File: src/rtl/fila_pkg.sv
// Shared constants and per-cycle operation decode for the circular FIFO.
package fila_pkg;

    localparam int FILA_DATA_W = 8;
    localparam int FILA_DEPTH  = 8;

    // Operation selected for one clock edge, after priority resolution.
    typedef enum logic [2:0] {
        OP_IDLE  = 3'd0,
        OP_ENQ   = 3'd1,
        OP_DEQ   = 3'd2,
        OP_BOTH  = 3'd3,
        OP_PASS  = 3'd4,
        OP_FLUSH = 3'd5
    } op_e;

    // Flush dominates; a simultaneous enqueue+dequeue on an empty queue
    // becomes a pass-through of the incoming element.
    function automatic op_e decode_op(input logic flush, input logic enq,
                                      input logic deq, input logic empty);
        op_e op;
        op = OP_IDLE;
        if (flush)           op = OP_FLUSH;
        else if (enq && deq) op = empty ? OP_PASS : OP_BOTH;
        else if (enq)        op = OP_ENQ;
        else if (deq)        op = OP_DEQ;
        return op;
    endfunction

endpackage

File: src/rtl/fila_circular_if.sv
// Request/status bundle between the producer/consumer and the FIFO.
interface fila_circular_if #(
    parameter int DATA_W = 8,
    parameter int LEN_W  = 8
);
    logic [DATA_W-1:0] data_in;
    logic              enqueue_in;
    logic              dequeue_in;
    logic              flush_in;
    logic              err_clr_in;
    logic [DATA_W-1:0] data_out;
    logic              valid_out;
    logic [LEN_W-1:0]  len_out;
    logic              empty_out;
    logic              full_out;
    logic              almost_full_out;
    logic              overflow_out;
    logic              underflow_out;

    modport master (
        output data_in, enqueue_in, dequeue_in, flush_in, err_clr_in,
        input  data_out, valid_out, len_out, empty_out, full_out,
               almost_full_out, overflow_out, underflow_out
    );

    modport slave (
        input  data_in, enqueue_in, dequeue_in, flush_in, err_clr_in,
        output data_out, valid_out, len_out, empty_out, full_out,
               almost_full_out, overflow_out, underflow_out
    );
endinterface

File: src/rtl/fila_mem.sv
// DEPTH x DATA_W storage, one synchronous write port and one synchronous
// read port; a read and write to the same address return the old contents.
module fila_mem #(
    parameter int DATA_W = 8,
    parameter int DEPTH  = 8,
    parameter int AW     = 3
) (
    input  logic              clk_i,
    input  logic              we_i,
    input  logic [AW-1:0]     waddr_i,
    input  logic [DATA_W-1:0] wdata_i,
    input  logic              re_i,
    input  logic [AW-1:0]     raddr_i,
    output logic [DATA_W-1:0] rdata_o
);
    logic [DATA_W-1:0] mem_q [DEPTH];
    logic [DATA_W-1:0] rdata_q;

    // Write and registered read; the read register holds when not enabled.
    always_ff @(posedge clk_i) begin
        if (we_i) mem_q[waddr_i] <= wdata_i;
        if (re_i) rdata_q <= mem_q[raddr_i];
    end

    assign rdata_o = rdata_q;
endmodule

File: src/rtl/fila_circular.sv
// Circular-buffer FIFO with status flags, pass-through, flush and sticky
// overflow/underflow reporting.
module fila_circular
    import fila_pkg::*;
#(
    parameter int DATA_W      = FILA_DATA_W,
    parameter int DEPTH       = FILA_DEPTH,
    parameter int ALMOST_FULL = DEPTH - 2,
    parameter int LEN_W       = 8
) (
    input  logic     clock_10khz,
    input  logic     reset,
    fila_circular_if.slave bus
);
    localparam int AW = (DEPTH > 1) ? $clog2(DEPTH) : 1;

    logic [AW-1:0]     wr_ptr_q, wr_ptr_d;
    logic [AW-1:0]     rd_ptr_q, rd_ptr_d;
    logic [LEN_W-1:0]  len_q, len_d;
    logic              valid_q, valid_d;
    logic              ovf_q, ovf_d;
    logic              udf_q, udf_d;
    logic              byp_sel_q, byp_sel_d;
    logic [DATA_W-1:0] byp_data_q, byp_data_d;
    logic              we, re;
    logic [DATA_W-1:0] rdata;
    logic              empty, full;
    op_e               op;

    // Pointer advance with explicit wrap so DEPTH need not be a power of two.
    function automatic logic [AW-1:0] next_ptr(input logic [AW-1:0] p);
        return (p == AW'(DEPTH - 1)) ? '0 : p + AW'(1);
    endfunction

    assign empty = (len_q == '0);
    assign full  = (len_q == LEN_W'(DEPTH));
    assign op    = decode_op(bus.flush_in, bus.enqueue_in, bus.dequeue_in, empty);

    // Next-state decode of pointers, length, output source and error flags.
    always_comb begin
        wr_ptr_d   = wr_ptr_q;
        rd_ptr_d   = rd_ptr_q;
        len_d      = len_q;
        valid_d    = 1'b0;
        byp_sel_d  = byp_sel_q;
        byp_data_d = byp_data_q;
        we         = 1'b0;
        re         = 1'b0;
        ovf_d      = ovf_q & ~bus.err_clr_in;
        udf_d      = udf_q & ~bus.err_clr_in;
        case (op)
            OP_FLUSH: begin
                wr_ptr_d = '0;
                rd_ptr_d = '0;
                len_d    = '0;
            end
            OP_ENQ: begin
                if (full) begin
                    ovf_d = 1'b1;
                end else begin
                    we       = 1'b1;
                    wr_ptr_d = next_ptr(wr_ptr_q);
                    len_d    = len_q + LEN_W'(1);
                end
            end
            OP_DEQ: begin
                if (empty) begin
                    udf_d = 1'b1;
                end else begin
                    re        = 1'b1;
                    rd_ptr_d  = next_ptr(rd_ptr_q);
                    len_d     = len_q - LEN_W'(1);
                    valid_d   = 1'b1;
                    byp_sel_d = 1'b0;
                end
            end
            OP_BOTH: begin
                we        = 1'b1;
                re        = 1'b1;
                wr_ptr_d  = next_ptr(wr_ptr_q);
                rd_ptr_d  = next_ptr(rd_ptr_q);
                valid_d   = 1'b1;
                byp_sel_d = 1'b0;
            end
            OP_PASS: begin
                valid_d    = 1'b1;
                byp_sel_d  = 1'b1;
                byp_data_d = bus.data_in;
            end
            default: ;
        endcase
        if (reset) begin
            we = 1'b0;
            re = 1'b0;
        end
    end

    // State registers; reset routes data_out to a zeroed bypass register.
    always_ff @(posedge clock_10khz) begin
        if (reset) begin
            wr_ptr_q   <= '0;
            rd_ptr_q   <= '0;
            len_q      <= '0;
            valid_q    <= 1'b0;
            ovf_q      <= 1'b0;
            udf_q      <= 1'b0;
            byp_sel_q  <= 1'b1;
            byp_data_q <= '0;
        end else begin
            wr_ptr_q   <= wr_ptr_d;
            rd_ptr_q   <= rd_ptr_d;
            len_q      <= len_d;
            valid_q    <= valid_d;
            ovf_q      <= ovf_d;
            udf_q      <= udf_d;
            byp_sel_q  <= byp_sel_d;
            byp_data_q <= byp_data_d;
        end
    end

    fila_mem #(.DATA_W(DATA_W), .DEPTH(DEPTH), .AW(AW)) u_mem (
        .clk_i   (clock_10khz),
        .we_i    (we),
        .waddr_i (wr_ptr_q),
        .wdata_i (bus.data_in),
        .re_i    (re),
        .raddr_i (rd_ptr_q),
        .rdata_o (rdata)
    );

    assign bus.data_out        = byp_sel_q ? byp_data_q : rdata;
    assign bus.valid_out       = valid_q;
    assign bus.len_out         = len_q;
    assign bus.empty_out       = empty;
    assign bus.full_out        = full;
    assign bus.almost_full_out = (len_q >= LEN_W'(ALMOST_FULL));
    assign bus.overflow_out    = ovf_q;
    assign bus.underflow_out   = udf_q;
endmodule

File: src/flat_wrapper.sv
// flat-port wrapper written by rule: the top's interface ports become plain ports
module fila_circular_flat import fila_pkg::*;
#(
    parameter int DATA_W      = FILA_DATA_W,
    parameter int DEPTH       = FILA_DEPTH,
    parameter int ALMOST_FULL = DEPTH - 2,
    parameter int LEN_W       = 8
)
  (clock_10khz, reset, bus_data_in, bus_enqueue_in, bus_dequeue_in, bus_flush_in, bus_err_clr_in, bus_data_out, bus_valid_out, bus_len_out, bus_empty_out, bus_full_out, bus_almost_full_out, bus_overflow_out, bus_underflow_out);
  fila_circular_if #(.DATA_W(DATA_W), .LEN_W(LEN_W)) bus_i ();
  input  logic clock_10khz;
  input  logic reset;
  input wire logic [$bits(bus_i.data_in)-1:0] bus_data_in;
  input wire logic [$bits(bus_i.enqueue_in)-1:0] bus_enqueue_in;
  input wire logic [$bits(bus_i.dequeue_in)-1:0] bus_dequeue_in;
  input wire logic [$bits(bus_i.flush_in)-1:0] bus_flush_in;
  input wire logic [$bits(bus_i.err_clr_in)-1:0] bus_err_clr_in;
  output wire logic [$bits(bus_i.data_out)-1:0] bus_data_out;
  output wire logic [$bits(bus_i.valid_out)-1:0] bus_valid_out;
  output wire logic [$bits(bus_i.len_out)-1:0] bus_len_out;
  output wire logic [$bits(bus_i.empty_out)-1:0] bus_empty_out;
  output wire logic [$bits(bus_i.full_out)-1:0] bus_full_out;
  output wire logic [$bits(bus_i.almost_full_out)-1:0] bus_almost_full_out;
  output wire logic [$bits(bus_i.overflow_out)-1:0] bus_overflow_out;
  output wire logic [$bits(bus_i.underflow_out)-1:0] bus_underflow_out;
  assign bus_i.data_in = bus_data_in;
  assign bus_i.enqueue_in = bus_enqueue_in;
  assign bus_i.dequeue_in = bus_dequeue_in;
  assign bus_i.flush_in = bus_flush_in;
  assign bus_i.err_clr_in = bus_err_clr_in;
  assign bus_data_out = bus_i.data_out;
  assign bus_valid_out = bus_i.valid_out;
  assign bus_len_out = bus_i.len_out;
  assign bus_empty_out = bus_i.empty_out;
  assign bus_full_out = bus_i.full_out;
  assign bus_almost_full_out = bus_i.almost_full_out;
  assign bus_overflow_out = bus_i.overflow_out;
  assign bus_underflow_out = bus_i.underflow_out;
  fila_circular #(.DATA_W(DATA_W), .DEPTH(DEPTH), .ALMOST_FULL(ALMOST_FULL), .LEN_W(LEN_W)) u_core (.clock_10khz(clock_10khz), .reset(reset), .bus(bus_i));
endmodule
File: config.mk
export PLATFORM = sky130hd
export DESIGN_NAME = fila_circular_flat
export DESIGN_NICKNAME = d
export VERILOG_FILES = /design/src/rtl/fila_pkg.sv /design/src/rtl/fila_circular_if.sv /design/src/rtl/fila_mem.sv /design/src/rtl/fila_circular.sv /design/src/flat_wrapper.sv
export SDC_FILE = /design/constraint.sdc
export NUM_CORES = 1
export LEC_CHECK = 0
export CAP_MARGIN = 5
export CELL_PAD_IN_SITES_DETAIL_PLACEMENT = 1
export CELL_PAD_IN_SITES_GLOBAL_PLACEMENT = 2
export CORE_MARGIN = 3
export CORE_UTILIZATION = 42
export DETAILED_ROUTE_END_ITERATION = 8
export GPL_TIMING_DRIVEN = 0
export HOLD_SLACK_MARGIN = 0.15
export PLACE_DENSITY = 0.88
export SLEW_MARGIN = 30
export SYNTH_ARGS = -nofsm -noshare
export SYNTH_HDL_FRONTEND = slang
export SYNTH_SLANG_ARGS = --single-unit
File: constraint.sdc
create_clock -name clock_10khz -period 4.08 [get_ports clock_10khz]
set_input_delay 0.612 -clock clock_10khz [delete_from_list [all_inputs] [get_ports clock_10khz]]
set_output_delay 0.612 -clock clock_10khz [all_outputs]
set_load 0.01 [all_outputs]
==> results by group, run 1 <==
Global route
  • Grt ovf: 0
  • Vias in the first global route: ~2500
  • First-pass GRT wire length: roughly 14000 um
  • Initial antenna violation count: 0
  • Largest net degree at the start of global routing: 20
  • Gr usage total: around 16%

Timing
  • Slew @ Worst Pin: a little over 0.8 ns
  • Crit path time final: 3.25 ns
  • Final Setup Violations: 0
  • Unrepaired setup endpoints after global routing: false
  • Tcrit/Tclk final: about four fifths
  • Clock skew: around 0.011 ns
  • Final hold vios: 0
  • Relative slew slack: between 40 and 50%
  • FMAX: around 310 MHz
  • WHS: approximately 0.5 ns
  • Final Slew Violations: 0
  • Final setup TNS: 0 ns

Flow run
  • Max-Cap Viols: 0

Pwr
  • Peak supply drop: about 230 uV
  • Leakage: approximately 0.0017 uW
  • Pwr Density: between 300 and 400 mW/mm2

Clock tree
  • CTS clock-pin slew for the worst setup and hold paths: about 0.10 ns
  • Worst skew pair latency: between 0.3 and 0.4 ns
  • # resized after CTS: 0
  • Worst-case clock buffer depth: 2
  • CTS tree: done
  • Clock Sinks: a little under 100
  • Setup Buffers After CTS: 0
  • H-tree depth: 3
  • CTS buffer count: 9
  • Clock Root Buffer: clkbuf_8
  • Hold Buf Count CTS: 0

Worst setup path
  • CP max FO: 11
  • Buf/Inv on CP: 1
  • Worst path slowest cell: nor3b_2
  • Cell Chain, Critical Path: clkdlybuf4s50_1 -> nor3b_2 -> ha_1 -> a211oi_1 -> o211ai_1 -> mux2i_1 -> o311ai_0 -> o41ai_1
  • Worst endpoint required time: about 4.3 ns
  • Worst Path Arrival: between 3 and 4 ns
  • Crit path max-delay family: compound AO/OA/AOI/OAI gates
  • Startpoint Class: input pin
  • Biggest cell delay along the critical path: around 0.74 ns
  • Crit Path Category: in2reg
  • Type of destination of the critical path: flip-flop

Cells and area
  • Share of layout cells above drive strength 1: just under 20%
  • Final core utilization: between 50% and 60%
  • Filler instances: 948
  • Commonest cells after routing, fill and taps aside: edfxtp_1, clkdlybuf4s50_1, nor2_1, dfxtp_1
  • Most common cell after layout, fill and taps aside: edfxtp_1
  • Area delta synth->final: 17.3%
  • Diodes inserted: 0
  • Nets: between 300 and 400
  • Fin cells: approximately 450
  • Design area: 0.00492 mm2

Synth
  • Syn nets: 301
  • Cell variety after synth: 42
  • Mapped Cells: between 200 and 300
  • Syn Area/Cell: 15.2 um2
  • Cell taking the most area after synthesis: edfxtp_1
  • Seq/Total Area, Yosys: 63.9%
  • Post-synth top area share: between 50% and 60%
  • Post-synthesis register bit count: 98
  • Synthesized area: 0.00420 mm2
  • Yosys warning count: 0
  • Ranking of synthesized cells by area: edfxtp_1, dfxtp_1, mux4_2

Drt
  • ANT nets after route: 0
  • Final wirelength: approximately 8600 um
  • Via density: 5.37
  • WL per Instance: approximately 19 um
  • DRT iter0 DRCs: 161
  • Detailed-route via count: 2437
  • DRC: 0
  • TritonRoute pass-1 iters: 4

Placed design
  • Port bufs: 33
  • DP Area: between 0.004 and 0.005 mm2
  • Placed wire-length estimate: 6270 um
  • Post-Place Cells: ~440
  • Gp weighted congestion: just over 0.7

Floorplan
  • Die area: around 0.011 mm2
  • FP Rows: 35
  • Starting Density: about 44%
  • Core area: roughly 0.0095 mm2
  • Die Ht: 106 um
  • IO Count: 36
  • Die X: 106 um

Status
  • Status: complete, no violations

Hold path
  • Worst hold-check path type: reg2reg
## worst reg2reg max path: stages (launching register included)
cell and delay [ns]:
dfxtp_1 0.49, nor3_2 0.13, nand2_1 0.11, nor2_1 0.05
or4b_2 0.69, nor2_1 0.67
## Yosys cell counts (all sizes together)
master	count
mux4	16
or4b	1
a22o	1
or2	1
o21bai	1
nor3	7
a21o	1
o22ai	1
a211oi	1
or3b	1
o32a	1
nand3	4
mux2i	15
nor2	29
nor4	1
inv	6
fa	1
clkbuf	7
o211ai	3
nor3b	1
nand2	11
dfxtp	26
or3	3
o31ai	1
ha	10
nor2b	2
o21ai	3
buf	4
a21oi	11
nand3b	1
a22oi	1
edfxtp	72
o41ai	1
mux2	16
nand2b	5
o21a	1
xor2	4
o311ai	1
xnor2	3
or4	1
## routing by layer
metal	track usage, %	wire length [um]
met1	23.3	4140
met2	25.7	4090
met3	2.55	250
met4	5.00	78
met5	0	0
## per-stage QoR
step	setup slack (ns)	power (uW)
2_1_floorplan	1.02	1170
3_3_place_gp	-0.0545	1220
3_5_place_dp	0.451	1230
4_1_cts	0.855	1880
5_1_grt	0.639	1950
6_report	0.825	1870
## power by group
| group | internal, uW | switching (uW) | total [uW] | leakage [uW] |
|---|---|---|---|---|
| combinational | 56.8 | 68.0 | 125 | 0.000693 |
| sequential | 1080 | 5.73 | 1080 | 0.000858 |
| clock | 302 | 366 | 668 | 0.000110 |
## layout make-up
type                            count  area [um2]  area share, %
Sequential cell                    98        2680           54.5
Clock buffer                        9         124           2.52
Tap cell                          129         161           3.28
Timing Repair Buffer               33         330           6.71
Buffer                             11        46.3          0.941
Clock inverter                      7        90.1           1.83
Inverter                            6        22.5          0.458
Multi-Input combinational cell    161        1460           29.7
## final timing paths
| path | start | end | slack (ns) | cells past startpoint |
|---|---|---|---|---|
| min | u_core.wr_ptr_q[0] | u_core.wr_ptr_q[0] | 0.51 | 2 |
| max | bus_enqueue_in | u_core.bus.len_out[7] | 0.83 | 8 |
| min reg2reg | u_core.wr_ptr_q[0] | u_core.wr_ptr_q[0] | 0.51 | 2 |
| max reg2reg | u_core.bus.len_out[0] | u_core.u_mem.mem_q[5][3] | 1.58 | 5 |
## flip-flops by register name, indices dropped and copies added (netlist names)
| name | cells |
|---|---|
| u_core.u_mem.mem_q | 64 |
| u_core.bus.len_out | 8 |
| u_core.byp_data_q | 8 |
| u_core.u_mem.rdata_o | 8 |
| u_core.rd_ptr_q | 3 |
| u_core.wr_ptr_q | 3 |
| u_core.bus.overflow_out | 1 |
| u_core.bus.underflow_out | 1 |
| u_core.bus.valid_out | 1 |
| u_core.byp_sel_q | 1 |
## kinds of logic after synthesis
kind of cell | count (synthesis) | share of synthesized area (%)
simple gates | 68 | 8.71
buf+inv | 17 | 1.64
xor+xnor | 7 | 1.46
fa+ha+maj | 11 | 3.46
flops | 98 | 63.9
compound gates | 28 | 4.32
mux | 47 | 16.5
Note: power is estimated with default switching activity, not from simulation.
==> run 2: changes to the inputs <==
- clock period: 4.08 -> 3.4 ns (I/O delays scaled with it)
==> results of run 2 <==
Same layout as run 1 (identical final DEF). Status: complete, no violations.
Main changes from that run: setup slack after placement 0.451 ns -> -0.127 ns; setup slack after layout 0.825 ns -> 0.247 ns; register-to-register setup slack 1.58 ns -> 0.90 ns; total power 1870 uW -> 2250 uW; worst IR drop on VDD 225 uV -> 270 uV
==> run 3: changes to the inputs <==
- ABC_CLOCK_PERIOD_IN_PS: unset -> 3400
==> results of run 3 <==
Same layout as run 1 (identical final DEF). Status: complete, no violations.
Main changes from that run: setup slack after placement 0.451 ns -> -0.127 ns; setup slack after layout 0.825 ns -> 0.247 ns; register-to-register setup slack 1.58 ns -> 0.90 ns; total power 1870 uW -> 2250 uW; worst IR drop on VDD 225 uV -> 270 uV
==> variant, RTL diff (config.mk and constraints of run 3) <==
Remove the case item `OP_ENQ` of the case on `op`.
--- a/src/rtl/fila_circular.sv
+++ b/src/rtl/fila_circular.sv
@@ -53,15 +53,6 @@
                 wr_ptr_d = '0;
                 rd_ptr_d = '0;
                 len_d    = '0;
-            end
-            OP_ENQ: begin
-                if (full) begin
-                    ovf_d = 1'b1;
-                end else begin
-                    we       = 1'b1;
-                    wr_ptr_d = next_ptr(wr_ptr_q);
-                    len_d    = len_q + LEN_W'(1);
-                end
             end
             OP_DEQ: begin
                 if (empty) begin
Check against the original RTL: not equivalent (a bounded check fails within 4 cycles, from zero or initial values and one cycle with reset high).
==> variant against run 3 <==
Worst setup slack better by 0.067 ns. Die area down 3.7%. Critical path depth down 2. Register-to-register slack worse by 0.26 ns. Area after synthesis down 4.0%. Sequential cell count unchanged. Routed wire length up 1.1%. Final area down 3.6%. Non-clock buffer count down 1. Sequential share of layout area up 2.0 points. Critical path type is now reg -> out.
Power is not compared: it rests on default switching activity, and its combinational part moved more than twofold at a synthesized area within 25%.
==> variant: results (changes against run 3) <==
[metrics] outcome: completed
[metrics] number of distinct standard cells referenced by the synthesized netlist: 47 (+12%)
[metrics] signal arrival time at the worst endpoint: 2.58 ns (-0.81 ns)
[metrics] Port Buf Inserts: 33 (unchanged)
[metrics] slowest cell delay on critical path: 0.58 ns (-0.16 ns)
[metrics] number of nets in the final layout: 311 (-9.9%)
[metrics] Starting DRT DRC Count: 123 (-24%)
[metrics] combinational share of power: 3.3%
[metrics] Reg with most FFs: u_core.u_mem.mem_q
[metrics] Worst Max-Slew Pin Slew: 0.844 ns (+0.0171 ns)
[metrics] setup slack, reg-to-reg: 0.64 ns (-0.26 ns)
[metrics] number of pins exceeding their max-slew limit in the final report: 0 (unchanged)
[metrics] Synth Net Count: 267 (-11%)
[metrics] met2 wirelength from detailed routing: 4120 um (+0.78%)
[metrics] final worst hold slack: 0.481 ns (-0.0250 ns)
[metrics] number of filler cells placed in the layout: 889 (-6.2%)
[metrics] part of the Yosys area used for sequential elements: 66.6% (+2.6 points)
[metrics] via-per-instance ratio: 5.25 (-2.3%)
[metrics] Final Routed Wirelength: 8660 um (+1.1%)
[metrics] FFs w/ async S/R, synth: 0% (unchanged)
[metrics] Total GRT Usage: 16.9% (+0.67 points)
[metrics] first-pass GRT wire length: 13900 um (+0.30%)
[metrics] Detail Route met3 WL: 302 um (+21%)
[metrics] Clk power: 0.815 mW
[metrics] Final Skew: 0.0163 ns (+0.00485 ns)
[metrics] DRT met1 WL: 4150 um (+0.22%)
[metrics] number of global-route vias before repair: 2400 (-4.0%)
[metrics] total half-perimeter wirelength after legalization and detailed placement: 6090 um (-2.8%)
[metrics] most instantiated cells after synthesis: sky130_fd_sc_hd__edfxtp_1, sky130_fd_sc_hd__dfxtp_1, sky130_fd_sc_hd__nor2_1, sky130_fd_sc_hd__mux2_2, sky130_fd_sc_hd__mux4_2
[metrics] remaining global-route overflow: 0 (unchanged)
[metrics] top fanout value on the critical path: 9 (-2)
[metrics] routability congestion estimate: 0.722 (-0.81%)
[metrics] proportion of layout cells with a drive suffix above 1: 22.7% (+3.0 points)
[metrics] CTS Buf Count: 9 (unchanged)
[metrics] top post-synthesis cells by area: sky130_fd_sc_hd__edfxtp_1, sky130_fd_sc_hd__dfxtp_1, sky130_fd_sc_hd__mux4_2, sky130_fd_sc_hd__mux2_2, sky130_fd_sc_hd__nor2_1
==> variant: logic make-up after synthesis <==
kind of cell / synth area share, %
DFF: 66.6
and+or+nand+nor: 9.32
muxes: 15.7
AOI/OAI and AO/OA: 4.10
buffers and inverters: 1.74
adders and majority gates: 2.17
xor gates and xnor gates: 0.435
==> variant: critical path: cells and delay by family (launching register included) <==
kind / cells / cell delay [ns]
buf+inv: 3 / 0.92
flops: 1 / 0.35
fa+ha+maj: 1 / 0.19
simple gates: 2 / 0.75
==> variant: area by class of cell <==
class | count | area (sq um) | area share [%]
well taps | 129 | 161 | 3.40
inverters | 5 | 18.8 | 0.396
clock inverters | 7 | 88.8 | 1.87
clock buffers | 9 | 124 | 2.61
multi-input cells | 133 | 1290 | 27.1
flip-flops and latches | 98 | 2680 | 56.6
repair buffers | 33 | 330 | 6.96
plain buffers | 10 | 51.3 | 1.08
==> variant: path summary, 6_finish.rpt <==
path                                start                       end  cells after the start
hold reg to reg   u_core.bus.overflow_out   u_core.bus.overflow_out                      1
setup reg to reg    u_core.bus.len_out[0]  u_core.u_mem.mem_q[6][0]                      6
setup / recovery    u_core.bus.len_out[1]             bus_empty_out                      6
hold / removal    u_core.bus.overflow_out   u_core.bus.overflow_out                      1
==> variant: layer usage <==
metal	global-route usage [%]	vias up
li1	-	1039
met1	24.3	1130
met2	25.9	46
met3	4.47	9
met4	3.99	0
met5	0	-
==> variant: through the flow <==
stage	cell area, sq um	utilization [%]	total power [mW]	setup slack, ns	instances
final	4740	51.1	2.17	0.314	424
after global routing	4740	51.1	2.25	0.119	424
after CTS	4740	51.1	2.18	0.294	424
after global placement	4520	48.7	1.38	-0.134	408
after floorplan	4030	-	1.34	0.858	246
after detailed placement	4530	48.8	1.38	0.135	408
